===== config.mk =====
export PLATFORM = sky130hd
export DESIGN_NAME = alu_result_collector
export DESIGN_NICKNAME = d
export VERILOG_FILES = /design/src/rtl/alu_result_collector.sv
export SDC_FILE = /design/constraint.sdc
export NUM_CORES = 1
export LEC_CHECK = 0
export ABC_AREA = 1
export BUFFER_PORTS_ARGS = -buffer_cell sky130_fd_sc_hd__buf_4
export CAP_MARGIN = 10
export CORE_UTILIZATION = 45
export CTS_CLUSTER_SIZE = 20
export DETAILED_ROUTE_END_ITERATION = 10
export GPL_ROUTABILITY_DRIVEN = 0
export GPL_TIMING_DRIVEN = 1
export PLACE_DENSITY = 0.66
export RECOVER_POWER = 25
export SYNTH_ARGS = -nofsm -noshare
export SYNTH_HDL_FRONTEND = slang
export SYNTH_SLANG_ARGS = --single-unit
export TNS_END_PERCENT = 50

===== constraint.sdc =====
create_clock -name CLK -period 7.5 [get_ports CLK]
set_input_delay 1.125 -clock CLK [delete_from_list [all_inputs] [get_ports CLK]]
set_output_delay 1.125 -clock CLK [all_outputs]
set_load 0.02 [all_outputs]

===== src/rtl/alu_result_collector.sv =====
// -----------------------------------------------------------------------------
// alu_result_collector
//
// Sits behind ALU_TOP. Each cycle it looks at the four unit-valid flags, picks
// the result of the single unit that fired, normalises it to one DATA_WIDTH
// word tagged with the function code (ALU_FUN delayed by one cycle) and the
// carry, and buffers it in a first-word-fall-through FIFO drained through a
// valid/ready handshake. Sticky statistics count malformed (multi-flag)
// cycles and results dropped because the FIFO was full.
//
// Ports
//   CLK, RST          clock (rising edge), synchronous active-high reset
//   ALU_FUN           function code driven into ALU_TOP this cycle
//   Arith_OUT         arithmetic result,  Carry_Out its carry
//   logic_OUT         16-bit logic result
//   CMP_OUT           4-bit compare result
//   SHIFT_OUT         17-bit shift result
//   Arith_Flag, Logic_Flag, CMP_Flag, Shift_Flag   unit-valid flags
//   Res_Ready         consumer accepts the head entry
//   CLR_Stats         clears Err_Multi, Drop_Cnt, Err_Cnt
//   Res_Valid         head entry valid
//   Res_Data, Res_Fun, Res_Carry   head entry fields
//   Fill_Level, Full  occupancy
//   Err_Multi         sticky: a multi-flag cycle was seen
//   Drop_Cnt, Err_Cnt saturating drop / multi-flag counters
// -----------------------------------------------------------------------------
module alu_result_collector #(
  parameter int DATA_WIDTH = 32,
  parameter int DEPTH      = 4,
  parameter int CNT_WIDTH  = 8
) (
  input  logic                     CLK,
  input  logic                     RST,
  input  logic [3:0]               ALU_FUN,
  input  logic [31:0]              Arith_OUT,
  input  logic                     Carry_Out,
  input  logic                     Arith_Flag,
  input  logic                     Logic_Flag,
  input  logic                     CMP_Flag,
  input  logic                     Shift_Flag,
  input  logic [15:0]              logic_OUT,
  input  logic [3:0]               CMP_OUT,
  input  logic [16:0]              SHIFT_OUT,
  input  logic                     Res_Ready,
  input  logic                     CLR_Stats,
  output logic                     Res_Valid,
  output logic [DATA_WIDTH-1:0]    Res_Data,
  output logic [3:0]               Res_Fun,
  output logic                     Res_Carry,
  output logic [$clog2(DEPTH):0]   Fill_Level,
  output logic                     Full,
  output logic                     Err_Multi,
  output logic [CNT_WIDTH-1:0]     Drop_Cnt,
  output logic [CNT_WIDTH-1:0]     Err_Cnt
);

  localparam int PTR_W  = $clog2(DEPTH);
  localparam int FILL_W = PTR_W + 1;

  // Counters stop at all-ones instead of wrapping back to zero.
  function automatic logic [CNT_WIDTH-1:0] sat_inc(input logic [CNT_WIDTH-1:0] v);
    return (v == '1) ? v : v + 1'b1;
  endfunction

  logic [3:0]             r_fun_d;
  logic [PTR_W-1:0]       r_wr_ptr;
  logic [PTR_W-1:0]       r_rd_ptr;
  logic [FILL_W-1:0]      r_fill;
  logic                   r_err_multi;
  logic [CNT_WIDTH-1:0]   r_drop_cnt;
  logic [CNT_WIDTH-1:0]   r_err_cnt;

  logic [DATA_WIDTH-1:0]  r_mem_data  [DEPTH];
  logic [3:0]             r_mem_fun   [DEPTH];
  logic                   r_mem_carry [DEPTH];

  logic [2:0]             w_nflags;
  logic                   w_one;
  logic                   w_multi;
  logic [DATA_WIDTH-1:0]  w_cand_data;
  logic                   w_cand_carry;
  logic                   w_full;
  logic                   w_empty;
  logic                   w_pop;
  logic                   w_push;
  logic                   w_drop;

  // Flag decode: exactly one flag selects a result, more than one is an error.
  assign w_nflags = 3'(Arith_Flag) + 3'(Logic_Flag) + 3'(CMP_Flag) + 3'(Shift_Flag);
  assign w_one    = (w_nflags == 3'd1);
  assign w_multi  = (w_nflags > 3'd1);

  always_comb begin
    w_cand_data  = '0;
    w_cand_carry = 1'b0;
    if (Arith_Flag) begin
      w_cand_data  = DATA_WIDTH'(Arith_OUT);
      w_cand_carry = Carry_Out;
    end else if (Logic_Flag) begin
      w_cand_data  = DATA_WIDTH'(logic_OUT);
    end else if (CMP_Flag) begin
      w_cand_data  = DATA_WIDTH'(CMP_OUT);
    end else if (Shift_Flag) begin
      w_cand_data  = DATA_WIDTH'(SHIFT_OUT);
    end
  end

  assign w_full  = (r_fill == FILL_W'(DEPTH));
  assign w_empty = (r_fill == '0);
  assign w_pop   = !w_empty && Res_Ready;
  // A full FIFO still accepts a push when the head leaves in the same cycle.
  assign w_push  = w_one && (!w_full || w_pop);
  assign w_drop  = w_one && !w_push;

  // FIFO storage, pointers and occupancy
  always_ff @(posedge CLK) begin
    if (RST) begin
      r_fun_d  <= '0;
      r_wr_ptr <= '0;
      r_rd_ptr <= '0;
      r_fill   <= '0;
      for (int i = 0; i < DEPTH; i++) begin
        r_mem_data[i]  <= '0;
        r_mem_fun[i]   <= '0;
        r_mem_carry[i] <= 1'b0;
      end
    end else begin
      r_fun_d <= ALU_FUN;
      if (w_push) begin
        r_mem_data[r_wr_ptr]  <= w_cand_data;
        r_mem_fun[r_wr_ptr]   <= r_fun_d;
        r_mem_carry[r_wr_ptr] <= w_cand_carry;
        r_wr_ptr              <= r_wr_ptr + 1'b1;
      end
      if (w_pop) begin
        r_rd_ptr <= r_rd_ptr + 1'b1;
      end
      if (w_push && !w_pop) begin
        r_fill <= r_fill + 1'b1;
      end else if (w_pop && !w_push) begin
        r_fill <= r_fill - 1'b1;
      end
    end
  end

  // Statistics; a clear request wins over a coincident event
  always_ff @(posedge CLK) begin
    if (RST || CLR_Stats) begin
      r_err_multi <= 1'b0;
      r_drop_cnt  <= '0;
      r_err_cnt   <= '0;
    end else begin
      if (w_multi) begin
        r_err_multi <= 1'b1;
        r_err_cnt   <= sat_inc(r_err_cnt);
      end
      if (w_drop) begin
        r_drop_cnt <= sat_inc(r_drop_cnt);
      end
    end
  end

  assign Res_Valid  = !w_empty;
  assign Res_Data   = r_mem_data[r_rd_ptr];
  assign Res_Fun    = r_mem_fun[r_rd_ptr];
  assign Res_Carry  = r_mem_carry[r_rd_ptr];
  assign Fill_Level = r_fill;
  assign Full       = w_full;
  assign Err_Multi  = r_err_multi;
  assign Drop_Cnt   = r_drop_cnt;
  assign Err_Cnt    = r_err_cnt;

endmodule


==> run metrics <==
Final Instance Count excl. Fillers 1,254; Clk Latency, worst-skew pair 430 ps; EDFF count, synth 148; pin count of the biggest net entering global routing 76; Initial Util 0.460; CP bufs+invs 5; NumNets Final 1,102; Vias/cell 5.13; Switching Fraction 0.323; Routed Antenna Nets 0; initial DRC count between 300 and 400; Post-CTS Setup Repair Bufs 0; skew final around 5.9 ps; violated checks max-capacitance violations, max-slew violations; Worst Path Class, Setup in2reg; clock sink count ~180; Lkg Pwr slightly below 4 nW; Final Hold Viols 0; Mapped Cells between 800 and 900; Yosys top cell area share 0.538; global-route usage over all layers 0.214; Gates resized, CTS repair 0; Area contributors post-synth edfxtp_1 (54%), nor2_1 (11%), dfxtp_1 (7.3%); number of CTS-inserted buffers 17; CP Launch Type primary input; Yosys warning count 0; Max FO, Critical Path 37; Synth area leader edfxtp_1; Core ar. 18,000 um2; first-pass GRT wire length 30.3 mm; Rel. slew slack -1.08; clock tree buffer depth 2; GRT overflow 0; Post-CTS Hold Buffers 0; Synth Area per Inst 9.28 um2; fin. max-slew vios 107; status finished, violations left; DP Worst Slack 2650 ps; Post-synth top cells nor2_1 (244), edfxtp_1 (148), nand2_1 (113); Final TNS setup 0 ps; register area share after synthesis 0.611; CP Capture Type flop; Max-Cap Viols 2; layout cells sized above 1 0.154; Power Dens Cells 289 nW/um2; Die ar. 18,900 um2; RSZ-0062 raised after global routing false; CTS H-tree lvls 4; Tcrit/Tclk final 0.743; CTS tree done; Fmax achieved 0.180 GHz; io pins around 140; power after layout 0.00284 W; Psw 0.000919 W; Internal 0.00193 W; Seq pwr share 0.411; Max rail drop VDD approximately 0.21 mV; CP max-delay cell clkbuf_1; CTS root buf clkbuf_16; initial antenna violation count 0; ant diodes 0; vias roughly 6.4k; primary flip-flop cell chosen by synthesis mapping edfxtp_1; Layout area overhead 19.3%; detailed placement HPWL 11.9 mm; die width 137 um; Clock Pin Slew Worst Setup and Hold Paths 60 ps; asr flop ratio synth 0; Tightest Pin Transition 3120 ps; Worst path max stage delay approximately 1300 ps; proportion of power drawn by combinational gates 0.259; WP data arrival 5620 ps; # rows between 40 and 50; FF+latch count, synth 178; routed wire length ~19 mm; Top delay family on crit path simple AND/OR/NAND/NOR gates; CP Cell Sequence clkbuf_1 -> inv_2 -> fa_1 -> inv_1 -> ha_1 -> inv_1 -> ha_1 -> nor2_1 -> nand2_1 -> clkinv_1 -> nand2_1 -> nor2_8 -> nand2_1 -> nand2_2; Synth cell types 29; type of the most critical hold path reg2reg; Synthesized Nets 980; clock power share 0.330; port bufs 140; vias in the first global route 6,074; WL/cell ~15 um; DRC 0; Critical Path RT about 7600 ps; Placed Cells incl. Taps 1,222; synthesized area 8260 um2; min Tclk post-route 5570 ps; Die Height 137 um; most frequent CP cell nand2_1; top-count cell post-synth nor2_1; worst setup margin 1930 ps; Final setup viols 0; DRT Pass-1 Iters 5; final core utilization 0.549
[placed cells by master (no fill, tap or decap), types with 6 or more instances in the layout]
cell,n
nor3_1,11
o22ai_1,41
clkbuf_1,56
o21ai_0,83
edfxtp_1,148
nand2_1,112
dfxtp_1,29
buf_4,92
inv_2,14
clkbuf_16,17
nor2_1,246
nor2_2,10
ha_1,6
nand3_1,32
a21oi_1,14
inv_1,77
[final timing paths]
check,start,endpoint,slack (ps),depth (start not counted)
hold / removal,r_rd_ptr[0]$_SDFFE_PP0P_,flop,470,2
setup reg to reg,Fill_Level[0]$_SDFFE_PP0P_,r_mem_data[1][20]$_SDFFCE_PN0P_,4860,6
setup / recovery,Arith_Flag,r_mem_data[1][20]$_SDFFCE_PN0P_,1930,14
hold reg to reg,r_rd_ptr[0]$_SDFFE_PP0P_,flop,470,2
[routing by layer]
layer,wire (um),vias to the layer above,part of all wire,global-route usage
met5,0,-,0,0
met4,303,0,0.016,0.0720
met3,1020,21,0.053,0.0401
met2,9310,183,0.48,0.357
met1,8780,3036,0.45,0.279
li1,-,3195,-,-
[flip-flops by register name (all words and copies together), names as in the netlist, named ones only]
register,count
r_mem_fun,16
Drop_Cnt,8
r_rd_ptr,2
r_wr_ptr,2
Fill_Level,3
r_mem_data,128
Err_Cnt,8
Err_Multi,1
r_fun_d,4
r_mem_carry,4
[metrics by stage]
step | instance area [um2] | hold WS, ps
finish | 9860 | 470
global route | 9860 | 516
CTS | 10100 | 466
detailed placement | 9450 | 455
global placement | 9450 | 453
floorplan | 8260 | 433
[power groups by stage]
| stage | sequential [W] | combinational (W) | clock (W) |
|---|---|---|---|
| 2_1_floorplan | 0.00120 | 0.000485 | 0 |
| 3_3_place_gp | 0.00119 | 0.000802 | 0 |
| 3_5_place_dp | 0.00119 | 0.000808 | 0 |
| 4_1_cts | 0.00117 | 0.000811 | 0.000946 |
| 5_1_grt | 0.00118 | 0.000815 | 0.000980 |
| 6_report | 0.00117 | 0.000736 | 0.000939 |
[cell families after synthesis]
logic type	after synthesis	synth area share
buf+inv	136	0.0683
flops	178	0.611
fa+ha+maj	8	0.0139
xor+xnor	4	0.00424
simple gates	425	0.212
compound gates	139	0.0912
[area by class of cell]
type	instances	area, um2
Clock inverter	12	180
Tap cell	229	287
Clock buffer	20	447
Inverter	93	349
Multi-Input combinational cell	576	2660
Timing Repair Buffer	146	893
Fill cell	1682	8110
Sequential cell	178	5050
[tightest hold or removal path, stage by stage, from the launching register on]
cell and delay, ps:
dfxtp_1 300, inv_1 70, a21oi_1 60
Note: power is estimated with default switching activity, not from simulation.
